===== config.mk =====
export PLATFORM = sky130hd
export DESIGN_NAME = fetch_sequencer
export DESIGN_NICKNAME = d
export VERILOG_FILES = /design/src/rtl/cpu_pkg.sv /design/src/rtl/fetch_sequencer.sv
export SDC_FILE = /design/constraint.sdc
export NUM_CORES = 1
export LEC_CHECK = 0
export BUFFER_PORTS_ARGS = -buffer_cell sky130_fd_sc_hd__buf_4
export CAP_MARGIN = 20
export CELL_PAD_IN_SITES_DETAIL_PLACEMENT = 1
export CELL_PAD_IN_SITES_GLOBAL_PLACEMENT = 2
export CORE_AREA = 2 2 80 74
export DETAILED_ROUTE_END_ITERATION = 6
export DIE_AREA = 0 0 82 76
export PLACE_DENSITY_LB_ADDON = 0.1
export RECOVER_POWER = 50
export SLEW_MARGIN = 15
export SYNTH_ARGS = -nofsm -noshare
export SYNTH_HDL_FRONTEND = slang
export SYNTH_SLANG_ARGS = --single-unit
export TNS_END_PERCENT = 1

===== constraint.sdc =====
create_clock -name clk -period 2.4 [get_ports clk]
set_input_delay 0 -clock clk [delete_from_list [all_inputs] [get_ports clk]]
set_output_delay 0 -clock clk [all_outputs]
set_load 0.005 [all_outputs]

===== src/rtl/cpu_pkg.sv =====
// Shared types and constants for the CPU front end.
package cpu_pkg;

  localparam int INST_W = 8;
  localparam logic [INST_W-1:0] HALT_OPCODE_DEFAULT = 8'hFF;

  typedef enum logic [1:0] {
    IDLE  = 2'd0,
    FETCH = 2'd1,
    HALT  = 2'd2
  } fetch_state_t;

endpackage


===== src/rtl/fetch_sequencer.sv =====
// Program counter and fetch controller: walks instruction_memory, registers each
// word and hands it to decode over valid/ready, with branch redirect and halt detect.
module fetch_sequencer
  import cpu_pkg::*;
#(
  parameter int                IMEM_DEPTH  = 4,
  parameter int                RESET_PC    = 0,
  parameter logic [INST_W-1:0] HALT_OPCODE = HALT_OPCODE_DEFAULT,
  localparam int               AW          = (IMEM_DEPTH > 1) ? $clog2(IMEM_DEPTH) : 1
) (
  input  logic              clk,
  input  logic              rst,
  input  logic              start,
  output logic [AW-1:0]     PC_value,
  input  logic [INST_W-1:0] instruction,
  output logic [INST_W-1:0] inst_out,
  output logic              inst_valid,
  input  logic              inst_ready,
  input  logic              branch_valid,
  input  logic [AW-1:0]     branch_target,
  output logic              halted,
  output logic              busy,
  output logic [15:0]       fetch_count
);

  fetch_state_t      state_q, state_d;
  logic [AW-1:0]     pc_q, pc_d;
  logic [INST_W-1:0] inst_q, inst_d;
  logic              valid_q, valid_d;
  logic [15:0]       count_q, count_d;

  logic              transfer;
  logic              load;
  logic [AW-1:0]     pc_inc;
  logic [AW-1:0]     branch_pc;

  assign transfer = valid_q & inst_ready;
  assign load     = (state_q == FETCH) & (~valid_q | inst_ready);

  // Explicit wrap compare keeps non-power-of-two depths legal.
  assign pc_inc    = (pc_q == AW'(IMEM_DEPTH - 1)) ? '0 : pc_q + AW'(1);
  assign branch_pc = (int'(branch_target) >= IMEM_DEPTH) ? '0 : branch_target;

  always_comb begin
    // NOTE: every next-state signal gets its hold value first so no path leaves one unassigned (no latches).
    state_d = state_q;
    pc_d    = pc_q;
    inst_d  = inst_q;
    valid_d = valid_q & ~inst_ready;
    count_d = count_q;

    if (transfer && count_q != 16'hFFFF) begin
      count_d = count_q + 16'd1;
    end

    unique case (state_q)
      IDLE: begin
        if (start) begin
          state_d = FETCH;
          pc_d    = AW'(RESET_PC);
          count_d = '0;
        end
      end
      FETCH: begin
        if (branch_valid) begin
          pc_d    = branch_pc;
          valid_d = 1'b0;
        end else if (load) begin
          if (instruction != HALT_OPCODE) begin
            inst_d  = instruction;
            valid_d = 1'b1;
            pc_d    = pc_inc;
          end else begin
            state_d = HALT;
          end
        end
      end
      HALT: begin
        if (branch_valid) begin
          state_d = FETCH;
          pc_d    = branch_pc;
          valid_d = 1'b0;
        end
      end
      default: state_d = IDLE;
    endcase
  end

  // NOTE: state registers use non-blocking assignment so every flop samples pre-edge values.
  always_ff @(posedge clk) begin
    if (rst) begin
      state_q <= IDLE;
      pc_q    <= AW'(RESET_PC);
      inst_q  <= '0;
      valid_q <= 1'b0;
      count_q <= '0;
    end else begin
      state_q <= state_d;
      pc_q    <= pc_d;
      inst_q  <= inst_d;
      valid_q <= valid_d;
      count_q <= count_d;
    end
  end

  assign PC_value    = pc_q;
  assign inst_out    = inst_q;
  assign inst_valid  = valid_q;
  assign halted      = (state_q == HALT);
  assign busy        = (state_q == FETCH);
  assign fetch_count = count_q;

endmodule


After elaboration in Yosys (flattened, before gate mapping)
Index checks and enable logic that the tools add are counted.
{"block": "totals", "regBits": 29, "inputBits": 15, "output_inout_bits": 29, "wordCells": 53}
{"block": "op_classes", "addsub": 2, "eq_ne": 12, "muxes": 21, "bitwise_logic": 7, "n_reduce_logical": 6}
{"op": "$mux W16", "n": 3}
{"op": "$mux W2", "n": 11}
{"op": "$add A16 B1 Y16 const B", "n": 1}
{"op": "$ne A16 B16 Y1 const B", "n": 1}
{"op": "$pmux W2 S3", "n": 2}
{"op": "$reduce_and A5 Y1", "n": 2}
{"op": "$ne A2 B2 Y1 const B", "n": 4}
{"op": "$ne A8 B8 Y1 const B", "n": 1}
{"op": "$ne A3 B2 Y1 const B", "n": 2}
{"op": "$eq A2 B2 Y1 const B", "n": 2}
{"op": "$mux W1", "n": 4}
{"op": "$reduce_and A4 Y1", "n": 1}
{"op": "$and A1 B1 Y1", "n": 3}
{"op": "$not A1 Y1", "n": 3}
{"op": "$reduce_bool A3 Y1", "n": 1}
{"op": "$add A2 B1 Y2 const B", "n": 1}
{"op": "$eq A2 B1 Y1 const B", "n": 1}
{"op": "$logic_not A2 Y1", "n": 1}
{"op": "$ne A2 B1 Y1 const B", "n": 1}
{"op": "$pmux W1 S2", "n": 1}
{"op": "$logic_and A1 B1 Y1", "n": 1}
{"op": "$or A1 B1 Y1", "n": 1}

Depth between registers and ports, before layout
{"block": "depth", "depth_word": 6, "mapped_depth": 7, "ltp_nobuf": 6}

Worst setup path before layout
Ideal clock, no wire load.
{"block": "synth_path", "path_kind": "reg-to-reg", "startpoint": "register count_q[0] (netlist: fetch_count[0])", "endpoint": "register count_q[14] (netlist: fetch_count[14])", "setup_time_ps": 130, "t_arrival_ps": 1630, "required_time_ps": 2270, "setup_slack_ps": 640, "path_stages_with_launch": 6, "period_less_slack_ps": 1760, "cell_sequence": "dfxtp_1 -> ha_1 -> nand4_1 -> or4b_4 -> o311ai_2 -> o41ai_1"}
{"block": "synth_between", "elab_chain_len": 5, "elab_cells_between_ends": 6, "cone_classes": "1 x add/sub; 1 x eq/ne; 3 x mux; 1 x reduce/logical"}
{"element": "start, declared", "line": "fetch_sequencer.sv:30", "text": "logic [15:0] count_q, count_d;"}
{"element": "start signal, assigned", "line": "fetch_sequencer.sv:102", "text": "count_q <= count_d;"}
{"element": "branches (longest 2 deep; another with $add A16 B1 Y16)"}
{"element": "$mux W16 (*)", "line": "fetch_sequencer.sv:52", "text": "if (transfer && count_q != 16'hFFFF) begin"}
{"element": "$mux W16", "line": "fetch_sequencer.sv:58", "text": "if (start) begin"}
{"element": "$mux W16 (*)", "line": "fetch_sequencer.sv:56", "text": "unique case (state_q)"}
Mark *: on every way between the ends.
A chain may end at the register's enable or synchronous reset.

Final worst setup path
Same ends and word-level chain as after synthesis.

==> flow_summary_export.csv <==
group,metric,value,unit
timing,setup-tns-final,0,ps
setup_path,path_cells,"ha_1 > nand4_1 > or4b_4 > o311ai_2 > o41ai_1",
finish,drive_gt1_share,25.7,%
global_route,grt-ovfl-total,0,
status,run_status,"finished clean",
finish,mostFrequentLayoutCells,"sky130_fd_sc_hd__dfxtp_1 (29), sky130_fd_sc_hd__clkbuf_4 (26), sky130_fd_sc_hd__nor2_1 (17)",
detailed_routing,num_vias,1538,
power_and_ir_drop,switching_power,334,µW
finish,post-route-util,38.9,%
finish,layout.nets,250,
finish,design_area,0.00212,mm²
logic_synthesis,synth_fp_nets,199,
detailed_routing,top_layer_used,"met4",
cts,clk_path_buf_depth,2,
power_and_ir_drop,power.density,609,mW/mm²
logic_synthesis,ys_seq_area_share,37.1,%
setup_path,critPathSlowestCell,"sky130_fd_sc_hd__or4b_4",
logic_synthesis,netlist_instances,178,
timing,clock-skew-final,5.18,ps
timing,slew_headroom,46.0,%
cts,cts_made_buffers,5,
logic_synthesis,post_syn_area,0.00157,mm²
setup_path,timing.reg2reg.setup_slack,470,ps
global_route,first_pass_grt_wire_length,7440,µm
timing,fin_worst_hold_slack,8.35,ps
global_route,maximum_number_of_pins_on_one_net_before_global_route_repair,18,
power_and_ir_drop,pwr-share-comb,19.2,%
min_path,timing.hold.worst.start,"instruction[0]",
power_and_ir_drop,power,1290,µW
setup_path,critical_path.reg2reg.endpoint,"fetch_count[14]$_SDFF_PP0_",
logic_synthesis,proportion_of_netlist_area_held_by_the_largest_area_contributor,37.1,%
power_and_ir_drop,leakagePower,0.000836,µW
logic_synthesis,netlist_top_cells_area,"sky130_fd_sc_hd__dfxtp_1 (37%), sky130_fd_sc_hd__mux2i_1 (7.7%), sky130_fd_sc_hd__ha_1 (4.8%)",
setup_path,worst_path_largest_cell_delay,570,ps
logic_synthesis,yosys_register_bits,29,
setup_path,cp.depth,5,
flow_run,maximum_capacitance_violations,0,
detailed_routing,first_pass_iters,4,
detailed_routing,dr_wl_met3,221,µm
global_route,global_route.usage.total,15.0,%
floorplanning,floorplan.die.width,82,µm
setup_path,worst-endpoint-required,2550,ps
logic_synthesis,synth_top_cell_by_area,"sky130_fd_sc_hd__dfxtp_1",
logic_synthesis,synth_top_flop_cell,"sky130_fd_sc_hd__dfxtp_1",
detailed_routing,wl,4420,µm
finish,layout_commonest_cell,"sky130_fd_sc_hd__dfxtp_1",
global_route,first_global_vias,1579,
cts,tritoncts_clock_tree,"yes",
timing,timing.fmax,519,MHz
timing,final_critical_path_share_of_the_clock_period,80.3,%
timing,hold_viol,0,
floorplanning,die_h,76,µm
floorplanning,core-area,0.00547,mm²
detailed_routing,antenna_left,0,
finish,fillCellCount,655,
setup_path,timing.critical_path.buf_inv,0,
detailed_routing,avgViaCountPerCell,5.13,
floorplanning,ios,44,
logic_synthesis,post_synth.cell_area_avg,8.79,µm²
detailed_routing,remaining_drc_errors,0,
setup_path,crit_type,"reg -> reg",
setup_path,worst_r2r_start,"fetch_count[0]$_SDFF_PP0_",
timing,report.final.slew_viol_count,0,
setup_path,crit_end,"fetch_count[14]$_SDFF_PP0_",
logic_synthesis,synth_cell_type_count,47,
cts,clock-sinks,29,
timing,layout_min_cycle_time,1930,ps
detailed_routing,detail_route.wl_per_cell,14.7,µm
power_and_ir_drop,peakVddDrop,0.000252,V
setup_path,worst-r2r-cell-count,5,
timing,worst-slew-pin-transition,802,ps
finish,antenna_cells_inserted,0,
floorplanning,die_area,0.00623,mm²
min_path,min_path_type,"in -> reg",
cts,clockRootBuffer,"sky130_fd_sc_hd__clkbuf_8",
placed_design,gp_congestion,0.779,
timing,grt_setup_unrepaired,"false",
cts,cts.htree.levels,2,
floorplanning,floorplan.initialDensity,28.6,%
floorplanning,floorplan.rows,26,
cts,clk_latency,280,ps
power_and_ir_drop,relative_contribution_of_the_clock_network_to_total_power,40.9,%
placed_design,io_buffer_count,43,
logic_synthesis,synth-edff-count,0,
detailed_routing,wl_met2,2030,µm
placed_design,detailed_placement_hpwl,3380,µm
power_and_ir_drop,switching_share,25.8,%
detailed_routing,drt-met1-wl,2120,µm
power_and_ir_drop,seq_power_share,39.9,%
setup_path,crit_path_start,"fetch_count[0]$_SDFF_PP0_",
setup_path,worst_path_dominant_cell_family,"simple AND/OR/NAND/NOR gates",
placed_design,detailed_place.area,0.00196,mm²
cts,post_cts_resized,0,
global_route,grt_antenna_before_repair,0,
timing,setup_violations,0,
power_and_ir_drop,internal_power,960,µW
setup_path,timing.critical_path.to_type,"flip-flop",
finish,area_growth_syn_to_layout,35.7,%
setup_path,wp_data_arrival,2070,ps
setup_path,setup.worst_path.start_class,"flip-flop",
logic_synthesis,yosys_warnings,0,
detailed_routing,initial_drt_markers,48,
cts,clk_transition_reported_paths,70,ps
setup_path,critical_path.max_fanout,5,
logic_synthesis,synthArstFlopShare,0,%
how the worst min path moves through the flow:
stage	depth (start not counted)	slack [ps]	endpoint
6_report	3	8	inst_out[0]$_SDFFE_PP0P_
5_1_grt	3	20	inst_out[1]$_SDFFE_PP0P_
4_1_cts	3	5	inst_out[0]$_SDFFE_PP0P_
3_5_place_dp	3	250	inst_out[3]$_SDFFE_PP0P_
3_3_place_gp	3	240	inst_out[3]$_SDFFE_PP0P_
2_1_floorplan	2	140	inst_out[0]$_SDFFE_PP0P_
kinds of logic (layout without fill, tap and decap cells):
kind of cell	Yosys count	in the layout	synth area share (%)
flops	29	29	37.1
compound gates	42	42	19.3
mux	13	13	8.39
simple gates	74	74	26.5
buf+inv	13	65	3.44
fa+ha+maj	6	6	4.80
xor+xnor	1	1	0.560
state kept, by name, summed over array words and instances (netlist names):
| register | flops |
|---|---|
| fetch_count | 16 |
| inst_out | 8 |
| PC_value | 2 |
| state_q | 2 |
| inst_valid | 1 |
final cells by class:
cell class	instances	area (µm²)	share of cell area [%]
Sequential cell	29	581	27.3
Multi-Input combinational cell	136	931	43.8
Tap cell	70	87.6	4.12
Inverter	7	26.3	1.24
Clock buffer	6	82.6	3.89
Clock inverter	2	37.5	1.77
Timing Repair Buffer	50	379	17.8
stage by stage:
step	instances	setup slack (ps)
floorplan	178	640
global placement	286	554
detailed placement	286	491
CTS	300	463
global route	300	320
finish	300	472
worst reg2reg max path, delay by kind of cell (launching register included):
kind,cells,cell delay [ps]
simple gates,2,790
flops,1,410
compound gates,2,340
fa+ha+maj,1,270
Yosys cell counts (2+ instances only):
cell	count
sky130_fd_sc_hd__a211oi_1	2
sky130_fd_sc_hd__a21oi_1	11
sky130_fd_sc_hd__a31oi_1	2
sky130_fd_sc_hd__clkbuf_1	4
sky130_fd_sc_hd__dfxtp_1	29
sky130_fd_sc_hd__ha_1	6
sky130_fd_sc_hd__inv_1	7
sky130_fd_sc_hd__mux2i_1	12
sky130_fd_sc_hd__nand2_1	11
sky130_fd_sc_hd__nand2b_1	4
sky130_fd_sc_hd__nand3_1	10
sky130_fd_sc_hd__nand4_1	7
sky130_fd_sc_hd__nor2_1	17
sky130_fd_sc_hd__nor2b_1	4
sky130_fd_sc_hd__nor3_1	2
sky130_fd_sc_hd__nor4_1	2
sky130_fd_sc_hd__o21ai_0	8
sky130_fd_sc_hd__o31ai_1	3
sky130_fd_sc_hd__o41ai_1	4
sky130_fd_sc_hd__or3_1	5
sky130_fd_sc_hd__or4_1	2
repair_timing:
item / 4_1_cts / 5_1_grt
setup endpoints to repair: 0 / 0
endpoints found under the hold margin: 6 / 0
hold buffers: 6 / 0
buffers inserted: 0 / 0
layer usage:
| metal | vias up | track usage, % |
|---|---|---|
| met5 | - | 0 |
| met4 | 0 | 4.00 |
| met3 | 5 | 4.38 |
| met2 | 25 | 23.0 |
| met1 | 741 | 20.4 |
| li1 | 767 | - |
power by group through the flow:
| stage | clock [µW] | sequential (µW) | combinational, µW |
|---|---|---|---|
| finish | 529 | 517 | 249 |
| global route | 566 | 520 | 275 |
| CTS | 544 | 518 | 252 |
| detailed placement | 0 | 527 | 244 |
| global placement | 0 | 525 | 240 |
| floorplan | 0 | 526 | 157 |
Note: power is estimated with default switching activity, not from simulation.
